**config.mk**
```make
export PLATFORM = sky130hd
export DESIGN_NAME = scan_chain_ctrl
export DESIGN_NICKNAME = d
export VERILOG_FILES = /design/src/rtl/scan_chain_ctrl.sv
export SDC_FILE = /design/constraint.sdc
export NUM_CORES = 1
export LEC_CHECK = 0
export ABC_AREA = 0
export BUFFER_PORTS_ARGS = -buffer_cell sky130_fd_sc_hd__clkbuf_2
export CORE_UTILIZATION = 40
export DETAILED_ROUTE_END_ITERATION = 7
export PLACE_DENSITY_LB_ADDON = 0.05
export REMOVE_ABC_BUFFERS = 1
export SYNTH_ARGS = -nofsm -noshare
export SYNTH_HDL_FRONTEND = slang
export SYNTH_SLANG_ARGS = --single-unit
```
**constraint.sdc**
```tcl
create_clock -name CLK -period 2.1 [get_ports CLK]
set_input_delay 0.42 -clock CLK [delete_from_list [all_inputs] [get_ports CLK]]
set_output_delay 0.42 -clock CLK [all_outputs]
set_load 0.005 [all_outputs]
```
**src/rtl/scan_chain_ctrl.sv**
```systemverilog
// Load / capture / unload sequencer for one muxed-D scan chain sharing CLK.
// Optional response compare against EXP: define SCAN_CHAIN_CTRL_COMPARE_EN.
//
// state   | meaning
// IDLE    | waiting for START, SE=0, SI=0
// SHIFT   | shifting the latched pattern into the chain, CHAIN_LEN edges
// CAPTURE | one functional clock with SE=0
// UNLOAD  | shifting the chain out into RESP, CHAIN_LEN edges
module scan_chain_ctrl #(
    parameter int CHAIN_LEN = 8,
    parameter int CNT_W     = $clog2(CHAIN_LEN) + 1
) (
    input  logic                 CLK,
    input  logic                 RN,
    input  logic                 START,
    input  logic                 ABORT,
    input  logic [CHAIN_LEN-1:0] PAT,
`ifdef SCAN_CHAIN_CTRL_COMPARE_EN
    input  logic [CHAIN_LEN-1:0] EXP,
    output logic                 MISMATCH,
`endif
    input  logic                 SO,
    output logic                 SE,
    output logic                 SI,
    output logic                 BUSY,
    output logic                 DONE,
    output logic [CHAIN_LEN-1:0] RESP
);

    typedef enum logic [1:0] {
        S_IDLE    = 2'd0,
        S_SHIFT   = 2'd1,
        S_CAPTURE = 2'd2,
        S_UNLOAD  = 2'd3
    } state_t;

    state_t               state_q, state_d;
    logic [CNT_W-1:0]     cnt_q, cnt_d;
    logic [CHAIN_LEN-1:0] pat_q, pat_d;
    logic [CHAIN_LEN-1:0] resp_q, resp_d;
    logic                 se_q, se_d;
    logic                 si_q, si_d;
    logic                 done_q, done_d;
    logic                 last_cnt;
    logic                 abort_op;
    logic                 start_acc;
`ifdef SCAN_CHAIN_CTRL_COMPARE_EN
    logic [CHAIN_LEN-1:0] exp_q, exp_d;
    logic                 mismatch_q, mismatch_d;
`endif

    assign last_cnt  = (cnt_q == CNT_W'(CHAIN_LEN - 1));
    assign abort_op  = ABORT && (state_q != S_IDLE);
    assign start_acc = START && !ABORT && (state_q == S_IDLE);

    always_ff @(posedge CLK or negedge RN) begin
        if (!RN) begin
            state_q    <= S_IDLE;
            cnt_q      <= '0;
            pat_q      <= '0;
            resp_q     <= '0;
            se_q       <= 1'b0;
            si_q       <= 1'b0;
            done_q     <= 1'b0;
`ifdef SCAN_CHAIN_CTRL_COMPARE_EN
            exp_q      <= '0;
            mismatch_q <= 1'b0;
`endif
        end else begin
            state_q    <= state_d;
            cnt_q      <= cnt_d;
            pat_q      <= pat_d;
            resp_q     <= resp_d;
            se_q       <= se_d;
            si_q       <= si_d;
            done_q     <= done_d;
`ifdef SCAN_CHAIN_CTRL_COMPARE_EN
            exp_q      <= exp_d;
            mismatch_q <= mismatch_d;
`endif
        end
    end

    always_comb begin
        state_d = state_q;
        if (abort_op) begin
            state_d = S_IDLE;
        end else begin
            case (state_q)
                S_IDLE:    if (start_acc) state_d = S_SHIFT;
                S_SHIFT:   if (last_cnt)  state_d = S_CAPTURE;
                S_CAPTURE:                state_d = S_UNLOAD;
                S_UNLOAD:  if (last_cnt)  state_d = S_IDLE;
                default:                  state_d = S_IDLE;
            endcase
        end
    end

    // SE/SI are computed one edge ahead so the chain sees them registered.
    always_comb begin
        cnt_d      = cnt_q;
        pat_d      = pat_q;
        resp_d     = resp_q;
        se_d       = 1'b0;
        si_d       = 1'b0;
        done_d     = 1'b0;
`ifdef SCAN_CHAIN_CTRL_COMPARE_EN
        exp_d      = exp_q;
        mismatch_d = mismatch_q;
`endif
        case (state_q)
            S_IDLE: begin
                if (start_acc) begin
                    pat_d      = PAT;
                    resp_d     = '0;
                    cnt_d      = '0;
                    se_d       = 1'b1;
                    si_d       = PAT[0];
`ifdef SCAN_CHAIN_CTRL_COMPARE_EN
                    exp_d      = EXP;
                    mismatch_d = 1'b0;
`endif
                end
            end
            S_SHIFT: begin
                if (last_cnt) begin
                    cnt_d = '0;
                end else begin
                    cnt_d = cnt_q + CNT_W'(1);
                    se_d  = 1'b1;
                    for (int i = 0; i < CHAIN_LEN; i++) begin
                        if (CNT_W'(i) == cnt_q + CNT_W'(1)) si_d = pat_q[i];
                    end
                end
            end
            S_CAPTURE: begin
                cnt_d = '0;
                se_d  = 1'b1;
            end
            S_UNLOAD: begin
                for (int i = 0; i < CHAIN_LEN; i++) begin
                    if (cnt_q == CNT_W'(i)) resp_d[i] = SO;
                end
                if (last_cnt) begin
                    cnt_d      = '0;
                    done_d     = 1'b1;
`ifdef SCAN_CHAIN_CTRL_COMPARE_EN
                    mismatch_d = (resp_d != exp_q);
`endif
                end else begin
                    cnt_d = cnt_q + CNT_W'(1);
                    se_d  = 1'b1;
                end
            end
            default: begin
                cnt_d = '0;
            end
        endcase

        // Abort freezes RESP as it stands; the abort edge does not sample SO.
        if (abort_op) begin
            cnt_d      = '0;
            resp_d     = resp_q;
            se_d       = 1'b0;
            si_d       = 1'b0;
            done_d     = 1'b0;
`ifdef SCAN_CHAIN_CTRL_COMPARE_EN
            mismatch_d = 1'b0;
`endif
        end
    end

    always_comb begin
        BUSY = (state_q != S_IDLE);
        SE   = se_q;
        SI   = si_q;
        DONE = done_q;
        RESP = resp_q;
`ifdef SCAN_CHAIN_CTRL_COMPARE_EN
        MISMATCH = mismatch_q;
`endif
    end

endmodule
```
==> results of run 1 <==
-- final cells by class --
cell class                      instances  area share
Clock buffer                            4      0.0161
Inverter                                7      0.0161
Multi-Input combinational cell         90       0.470
Timing Repair Buffer                   25      0.0783
Sequential cell                        25       0.384
Tap cell                               46      0.0353
-- synth_stat cells (2+ instances only) --
| cell type | number |
|---|---|
| mux2_4 | 7 |
| mux2_2 | 9 |
| mux2i_1 | 3 |
| nand2_1 | 14 |
| o21ai_0 | 4 |
| and2b_1 | 2 |
| a21oi_1 | 2 |
| nor2b_1 | 2 |
| inv_1 | 7 |
| dfrtp_1 | 25 |
| a22o_1 | 11 |
| ha_1 | 9 |
| nand3_1 | 2 |
| a211oi_1 | 2 |
| nor2_1 | 6 |
| or3_1 | 2 |
| buf_2 | 2 |
-- worst reg2reg max path, cell delays in order, from the launching register on --
cell	delay (ps)
dfrtp_1	470
inv_1	100
ha_1	260
and2b_1	250
or3_1	470
a22o_1	290
-- power breakdown --
part           switching [W]  internal, W  leakage, nW
registers           0.000115     0.000630        0.327
logic               0.000429     0.000417        0.506
clock network       0.000143    0.0000742       0.0150
total               0.000687      0.00112        0.847
-- repair_timing --
| item | in CTS | in global routing |
|---|---|---|
| setup endpoints to repair | 0 | 7 |
| setup buffers | 0 | 0 |
| gates resized for setup | 0 | 1 |
-- through the flow --
| stage | area (sq um) | utilization |
|---|---|---|
| 4_1_cts | 1630 | 0.480 |
| 3_5_place_dp | 1600 | 0.472 |
| 6_report | 1630 | 0.481 |
| 2_1_floorplan | 1410 | - |
| 5_1_grt | 1630 | 0.481 |
| 3_3_place_gp | 1600 | 0.472 |
-- flip-flops by register name, summed over array words and instances (netlist names) --
name	count
RESP	8
cnt_q	4
pat_q	8
state_q	2
DONE	1
SI	1
SE	1
-- path summary, 6_finish.rpt --
check	depth (start not counted)	start	endpoint	slack (ps)
setup / recovery	5	state_q[0]$_DFFE_PN0P_	RESP[6]$_DFFE_PN0P_	160
hold / removal	1	RN	pat_q[4]$_DFFE_PN0P_	90
setup reg to reg	5	state_q[0]$_DFFE_PN0P_	RESP[6]$_DFFE_PN0P_	160
hold reg to reg	2	pat_q[0]$_DFFE_PN0P_	pat_q[0]$_DFFE_PN0P_	500
max in group asynchronous	1	RN	cnt_q[3]$_DFFE_PN0P_	1600
min in group CLK	2	PAT[2]	pat_q[2]$_DFFE_PN0P_	330
-- cells by family (layout without fill, tap and decap cells) --
group                      count (synthesis)  after routing  share of synthesized area
AOI/OAI and AO/OA                         26             26                      0.139
xor gates and xnor gates                   1              1                     0.0113
adders and majority gates                  9              9                     0.0783
buffers and inverters                     11             36                     0.0357
DFF                                       25             25                      0.435
muxes                                     19             19                      0.164
and+or+nand+nor                           35             35                      0.137
-- routing by layer --
layer | part of all wire | vias to the layer above | global-route usage
met5 | 0 | - | 0
met4 | 0.014 | 0 | 0.0730
met3 | 0.029 | 6 | 0.0290
met2 | 0.45 | 18 | 0.267
met1 | 0.50 | 492 | 0.234
li1 | - | 507 | -
==> run metrics, run 1 <==
Core Footprint=~0.0034 sq mm; first-pass GRT wire length=4750 um; Main synth FF type=dfrtp_1; hold_ws=~94 ps; Post-synth EDFFs=0; Final period util=0.922; slew margin rel.=0.581; Required @ worst endpoint=between 2000 and 2500 ps; RSZ-0062 raised after global routing=no; die area=~0.0038 sq mm; count of input and output buffers=24; Detailed Place HPWL=about 2100 um; Yosys top cell area share=0.435; P per Cell Area=1110 mW/mm^2; via count=between 1000 and 1500; FP Rows=21; crit path capture type=flop; worst path bufs/invs=1; Detailed Routing Iterations Pass 1=4; cell leakage power=0.847 nW; register area share after synthesis=0.435; FF+latch count, synth=25; ANT cells=0; total wire length=~2800 um; clk slew on worst S/H paths=around 130 ps; Multi-input gate area=~770 sq um; Final min period=between 1500 and 2000 ps; Area growth syn-to-layout=13.3%; Reg area=between 600 and 700 sq um; peak supply drop=between 0.4 and 0.5 mV; Crit path arrival time=2160 ps; Synth cell types=34; Post-Syn Area=about 0.0014 sq mm; Final setup viols=0; fin cells=about 200; share of layout cells above drive strength 1=0.331; pre-CTS setup slack=around 120 ps; die height=62.0 um; Num CTS Buffers=3; clock skew=~1.6 ps; Tot Pwr=0.00181 W; Synth area leaders=dfrtp_1 (43%), ha_1 (7.8%), mux2_4 (7.3%); hold crit path type=in -> async; H-tree depth=1; outcome=finished clean; setup ws final=about 160 ps; cell family with most CP delay=simple AND/OR/NAND/NOR gates; GPL Wtd Cong=between 0.6 and 0.7; DR iter-0 viols=22; number of global-route vias before repair=1037; maxcap violations=0; final hold vios=0; CP Class=reg -> reg; CTS tree=yes; Sink Count=25; drt via density=roughly 5.2; most frequent cells in the layout=dfrtp_1 (25), clkbuf_2 (24), nand2_1 (14), a22o_1 (11); Final ANT Viol Nets=0; Yosys warning total=0; filler cell count in the final layout=around 320; Final Net Count=174; boundary pin count=25; Setup TNS=0 ps; FFs w/ async S/R, synth=1.00; CTS root buffer=clkbuf_4; Worst Tran Pin Value=~630 ps; post-synthesis cell count=between 100 and 150; CP Cell Sequence=inv_1, ha_1, and2b_1, or3_1, a22o_1; initial antenna violation count=0; grt ovf=0; crit path max fanout=8; commonest non-fill, non-tap cell in the layout=dfrtp_1; pin count of the biggest net entering global routing=26; Largest stage delay, worst path=470 ps; Initial Util=0.425; slowest stage cell, crit path=dfrtp_1; GRT Resource Usage Total=0.171; CTS Buffer Depth=2; Slew Viols, Final=0; startpoint types=flop; CTS Hold Bufs=0; post-synth top area cell=dfrtp_1; WL per Instance=between 10 and 15 um; Placed Cells=~190; DRC=0; fmax=between 500 and 600 MHz; Die Wd=approximately 62 um; synthesized area per cell=~11 sq um; Skew-Pair Late Insertion Delay=about 310 ps
Note: power is estimated with default switching activity, not from simulation.
==> run 2: changes to the inputs <==
==> constraint.sdc (replaced) <==
create_clock -name CLK -period 2.1 [get_ports CLK]
set_input_delay 0.42 -clock CLK [delete_from_list [all_inputs] [get_ports CLK]]
set_output_delay 0.42 -clock CLK [all_outputs]
set_load 0.05 [all_outputs]
==> run 2 against run 1 <==
  * Count of clock-buffer cells in the layout stayed put
  * Clock skew up 0.81 ps
  * Worst setup slack worse by 1.7 ps
  * Total power rose by 9.8%
  * First-iteration DRC count unchanged
  * Largest power group unchanged
==> run metrics, run 2 (same netlist as run 1, synthesis figures left out) <==
CTS Buffer Depth=2 (unchanged); post-CTS setup buffers=0 (unchanged); GRT Resource Usage Total=0.171 (unchanged); hold_ws=93.5 ps (-0.301 ps); Final period util=0.923 (about the same); Die Wd=62.0 um (unchanged); H-tree depth=1 (unchanged); DRC=0 (unchanged); crit path max fanout=6 (-2); crit path capture type=output pin; Reg area=626 sq um (unchanged); pre-CTS setup slack=120 ps (unchanged); initial antenna violation count=0 (unchanged); Worst R2R Setup Slack=180 ps (+20 ps); cell leakage power=0.848 nW (about the same); Setup TNS=0 ps (unchanged); count of input and output buffers=24 (unchanged); pin count of the biggest net entering global routing=26 (unchanged); Multi-input gate area=767 sq um (unchanged); Slew Viols, Final=0 (unchanged); CTS tree=yes; slew margin rel.=0.581 (+0.000632); Final min period=1940 ps (+1.65 ps); Num CTS Buffers=3 (unchanged); GRT busiest layer=met2; die area=0.00384 sq mm (unchanged); grt ovf=0 (unchanged); number of global-route vias before repair=1037 (unchanged); Initial Util=0.425 (unchanged); first-pass GRT wire length=4750 um (unchanged); Skew-Pair Late Insertion Delay=310 ps (about the same); DR iter-0 viols=22 (unchanged); Detailed Place HPWL=2090 um (unchanged); Area growth syn-to-layout=13.5%; M2 GR Usage=0.267 (unchanged); via count=1023 (unchanged); CTS root buffer=clkbuf_4; clk slew on worst S/H paths=130 ps (about the same); setup ws final=163 ps (-1.65 ps); M1 GR Usage=0.234 (unchanged); Sink Count=25 (unchanged); final hold vios=0 (unchanged); Final ANT Viol Nets=0 (unchanged); RSZ-0062 raised after global routing=no; final core occ=0.482 (+0.000739); commonest non-fill, non-tap cell in the layout=dfrtp_1; r2r startpoint=state_q[0]$_DFFE_PN0P_; FP Rows=21 (unchanged); filler cell count in the final layout=324 (+0.31%); Worst Tran Pin Value=628 ps (-0.948 ps); share of layout cells above drive strength 1=0.331 (unchanged); die height=62.0 um (unchanged); Required @ worst endpoint=1680 ps (-640 ps); hold crit path type=in -> async; drt via density=5.19 (unchanged); total wire length=2800 um (-0.11%); clock skew=2.41 ps (+0.806 ps); maxcap violations=0 (unchanged); fmax=516 MHz (about the same); Final Net Count=174 (unchanged); most frequent cells in the layout=dfrtp_1 (25), clkbuf_2 (23), nand2_1 (14), a22o_1 (11); outcome=finished clean; worst r2r dst=RESP[6]$_DFFE_PN0P_; ANT cells=0 (unchanged); met3 GRT Util=0.0290 (unchanged); Core Footprint=0.00339 sq mm (unchanged); CP Class=reg -> out; GPL Wtd Cong=0.684 (unchanged); FF-to-FF path depth=5 (unchanged); P per Cell Area=1220 mW/mm^2 (+9.6%); Detailed Routing Iterations Pass 1=4 (unchanged); Crit path arrival time=1520 ps (-640 ps); WL per Instance=14.2 um (-0.11%); boundary pin count=25 (unchanged); Final setup viols=0 (unchanged); startpoint types=flop; peak supply drop=0.429 mV (+2.1%)
## run 2: cell count changes in the layout (fill, tap and decap cells not counted)
cell,previous run,this run
clkbuf_4,3,4
clkbuf_2,24,23
## run 2: worst max path at each step
| stage | start | end | slack (ps) | depth (start not counted) |
|---|---|---|---|---|
| 6_report | state_q[0]$_DFFE_PN0P_ | BUSY | 160 | 4 |
| 5_1_grt | state_q[0]$_DFFE_PN0P_ | BUSY | 20 | 4 |
| 4_1_cts | state_q[0]$_DFFE_PN0P_ | pat_q[7]$_DFFE_PN0P_ | 90 | 5 |
| 3_5_place_dp | state_q[0]$_DFFE_PN0P_ | pat_q[6]$_DFFE_PN0P_ | 120 | 5 |
| 3_3_place_gp | state_q[0]$_DFFE_PN0P_ | pat_q[6]$_DFFE_PN0P_ | 190 | 5 |
| 2_1_floorplan | state_q[0]$_DFFE_PN0P_ | pat_q[1]$_DFFE_PN0P_ | 60 | 5 |
## run 2: final cells by class
class | count | share of cell area
multi-input combinational | 90 | 0.470
sequential | 25 | 0.383
timing repair buffer | 25 | 0.0797
tap | 46 | 0.0352
clock buffer | 4 | 0.0161
inverter | 7 | 0.0161
## run 2: timing repair
action	CTS	global route
resized for setup	0	3
hold buffers	0	0
setup endpoints to repair	0	8
## run 2: power by group
| part | leakage [nW] | internal (W) | total [W] | switching [W] |
|---|---|---|---|---|
| Sequential | 0.327 | 0.000630 | 0.000744 | 0.000114 |
| Clock | 0.0150 | 0.0000743 | 0.000218 | 0.000144 |
| Combinational | 0.506 | 0.000424 | 0.00102 | 0.000599 |
| Total | 0.848 | 0.00113 | 0.00199 | 0.000857 |
## run 2: metal layers
layer | routed length [um] | share of wire | vias up
li1 | - | - | 507
met1 | 1410 | 0.50 | 494
met2 | 1270 | 0.45 | 16
met3 | 77 | 0.028 | 6
met4 | 39 | 0.014 | 0
met5 | 0 | 0 | -
## run 2: worst max-delay path, cell delays in order (launching register included)
cell      delay, ps
dfrtp_1         460
inv_1            90
ha_1            260
inv_1           140
clkbuf_4        250
## run 2: stage by stage
| step | power [W] | cells | area (sq um) |
|---|---|---|---|
| detailed placement | 0.00178 | 193 | 1600 |
| global route | 0.00216 | 197 | 1630 |
| finish | 0.00199 | 197 | 1630 |
| global placement | 0.00176 | 193 | 1600 |
| CTS | 0.00201 | 197 | 1630 |
| floorplan | 0.00154 | 122 | 1410 |
==> run 3: changes to the inputs <==
--- a/config.mk
+++ b/config.mk
@@ -7,7 +7,9 @@
 export LEC_CHECK = 0
 export ABC_AREA = 0
 export BUFFER_PORTS_ARGS = -buffer_cell sky130_fd_sc_hd__clkbuf_2
+export CORE_ASPECT_RATIO = 1.25
 export CORE_UTILIZATION = 40
+export CTS_BUF_LIST = sky130_fd_sc_hd__clkbuf_16
 export DETAILED_ROUTE_END_ITERATION = 7
 export PLACE_DENSITY_LB_ADDON = 0.05
 export REMOVE_ABC_BUFFERS = 1
==> run 3 against run 2 <==
  * Worst hold slack better by 79 ps
  * Combinational power hardly changed
  * Global-route usage is 1.8 points lower
  * Non-clock buffer count is 1 lower
  * Maximum frequency is 3.6% lower
  * Final cell count is 4.1% lower
  * Sequential share of layout area is 0.66 points lower
  * First-iteration DRC count is 4.5% higher
  * Sequential cell count stayed put
  * Via count is 2.5% lower
  * Register-to-register slack worse by 90 ps
  * Sequential power is 0.5% higher
==> run metrics, run 3 (same netlist as run 1, synthesis figures left out) <==
Final Net Count=173 (-0.57%); initial antenna violation count=0 (unchanged); Area growth syn-to-layout=15.5%; total wire length=2730 um (-2.4%); GRT Resource Usage Total=0.153 (-0.0181); Reg area=626 sq um (unchanged); Resized Gates After CTS=0 (unchanged); DRC=0 (unchanged); Tot Pwr=0.00217 W (+9.5%); FF-to-FF path depth=5 (unchanged); DR iter-0 viols=23 (+4.5%); die height=69.1 um (+11%); Crit path arrival time=2150 ps (+630 ps); startpoint types=flop; Detailed Place HPWL=2070 um (-0.79%); maxcap violations=0 (unchanged); peak supply drop=0.736 mV (+71%); Multi-input gate area=762 sq um (-0.65%); clock skew=1.84 ps (-0.570 ps); cell leakage power=0.868 nW (+2.4%); pin count of the biggest net entering global routing=26 (unchanged); final hold vios=0 (unchanged); CTS tree=yes; via count=997 (-2.5%); Num CTS Buffers=3 (unchanged); Final period util=0.957 (+0.0348); outcome=finished clean; CP Cell Sequence=inv_1, ha_1, inv_1, or3_1, mux2_4; post-CTS setup buffers=0 (unchanged); FP Rows=24 (+14%); r2r startpoint=state_q[0]$_DFFE_PN0P_; Required @ worst endpoint=2240 ps (+560 ps); share of layout cells above drive strength 1=0.320 (-0.0111); Final min period=2010 ps (+73.2 ps); Skew-Pair Late Insertion Delay=250 ps (-60 ps); Initial Util=0.417 (-0.00784); commonest non-fill, non-tap cell in the layout=dfrtp_1; slew margin rel.=0.580 (-0.00166); number of global-route vias before repair=1042 (+0.48%); Worst R2R Setup Slack=90 ps (-90 ps); CP Class=reg -> reg; grt ovf=0 (unchanged); Final setup viols=0 (unchanged); fmax=497 MHz (-3.6%); CTS root buffer=clkbuf_16; slowest stage cell, crit path=or3_1; Worst Tran Pin Value=630 ps (+2.49 ps); H-tree depth=1 (unchanged); count of input and output buffers=24 (unchanged); Setup TNS=0 ps (unchanged); Core Footprint=0.00345 sq mm (+1.9%); die area=0.00384 sq mm (about the same); filler cell count in the final layout=329 (+1.5%); boundary pin count=25 (unchanged); P per Cell Area=1310 mW/mm^2 (+7.6%); drt via density=5.28 (+1.6%); RSZ-0062 raised after global routing=no; Final ANT Viol Nets=0 (unchanged); hold crit path type=in -> async; WL per Instance=14.5 um (+1.7%); Detailed Routing Iterations Pass 1=4 (unchanged); CTS Buffer Depth=2 (unchanged); CTS Hold Bufs=0 (unchanged); clk slew on worst S/H paths=60 ps (-70 ps); Slew Viols, Final=0 (unchanged); GPL Wtd Cong=0.783 (+15%); Die Wd=55.6 um (-10%); Most common cell on crit path=inv_1; worst r2r dst=pat_q[6]$_DFFE_PN0P_; crit path capture type=flop; ANT cells=0 (unchanged); Sink Count=25 (unchanged); first-pass GRT wire length=4690 um (-1.3%); crit path max fanout=10 (+4); Largest stage delay, worst path=600 ps (+140 ps); most frequent cells in the layout=dfrtp_1 (25), clkbuf_2 (24), nand2_1 (14), a22o_1 (11)
==> run 3: critical path, delay by kind of cell (launching register included) <==
kind                       cells  cell delay, ps
buffers and inverters          2             220
muxes                          1             380
DFF                            1             440
adders and majority gates      1             260
and+or+nand+nor                1             600
==> run 3: final cells by class <==
cell class	instances	area share
sequential	25	0.377
tap	39	0.0294
timing repair buffer	24	0.0723
clock buffer	3	0.0452
multi-input combinational	90	0.459
clock inverter	1	0.00226
inverter	7	0.0158
==> run 3: metal layers <==
layer	up-vias	GRT usage	share of wire
li1	502	-	-
met1	483	0.188	0.46
met2	10	0.276	0.51
met3	2	0.0225	0.020
met4	0	0.0417	0.0037
met5	-	0	0
==> run 3: report_power, final <==
part / leakage [nW] / switching (W) / total, W / internal [W]
sequential: 0.327 / 0.000115 / 0.000748 / 0.000633
clock: 0.0423 / 0.000159 / 0.000413 / 0.000254
combinational: 0.499 / 0.000599 / 0.00101 / 0.000414
total: 0.868 / 0.000873 / 0.00217 / 0.00130
==> run 3: per-stage QoR <==
stage           util  setup slack, ps  instances  area, sq um  hold WS (ps)
2_1_floorplan      -             58.5        122         1410           124
3_3_place_gp   0.458              188        185         1580           475
3_5_place_dp   0.458              106        185         1580           482
4_1_cts        0.481             94.1        189         1660           204
5_1_grt        0.481             11.2        189         1660           231
6_report       0.481             89.4        189         1660           172
==> run 3: how the worst max path moves through the flow <==
| stage | cells past startpoint | startpoint | end | slack, ps |
|---|---|---|---|---|
| floorplan | 5 | state_q[0]$_DFFE_PN0P_ | pat_q[1]$_DFFE_PN0P_ | 60 |
| global placement | 5 | state_q[0]$_DFFE_PN0P_ | pat_q[2]$_DFFE_PN0P_ | 190 |
| detailed placement | 5 | state_q[0]$_DFFE_PN0P_ | pat_q[5]$_DFFE_PN0P_ | 110 |
| CTS | 5 | state_q[0]$_DFFE_PN0P_ | pat_q[6]$_DFFE_PN0P_ | 90 |
| global route | 5 | state_q[0]$_DFFE_PN0P_ | pat_q[3]$_DFFE_PN0P_ | 10 |
| finish | 5 | state_q[0]$_DFFE_PN0P_ | pat_q[6]$_DFFE_PN0P_ | 90 |
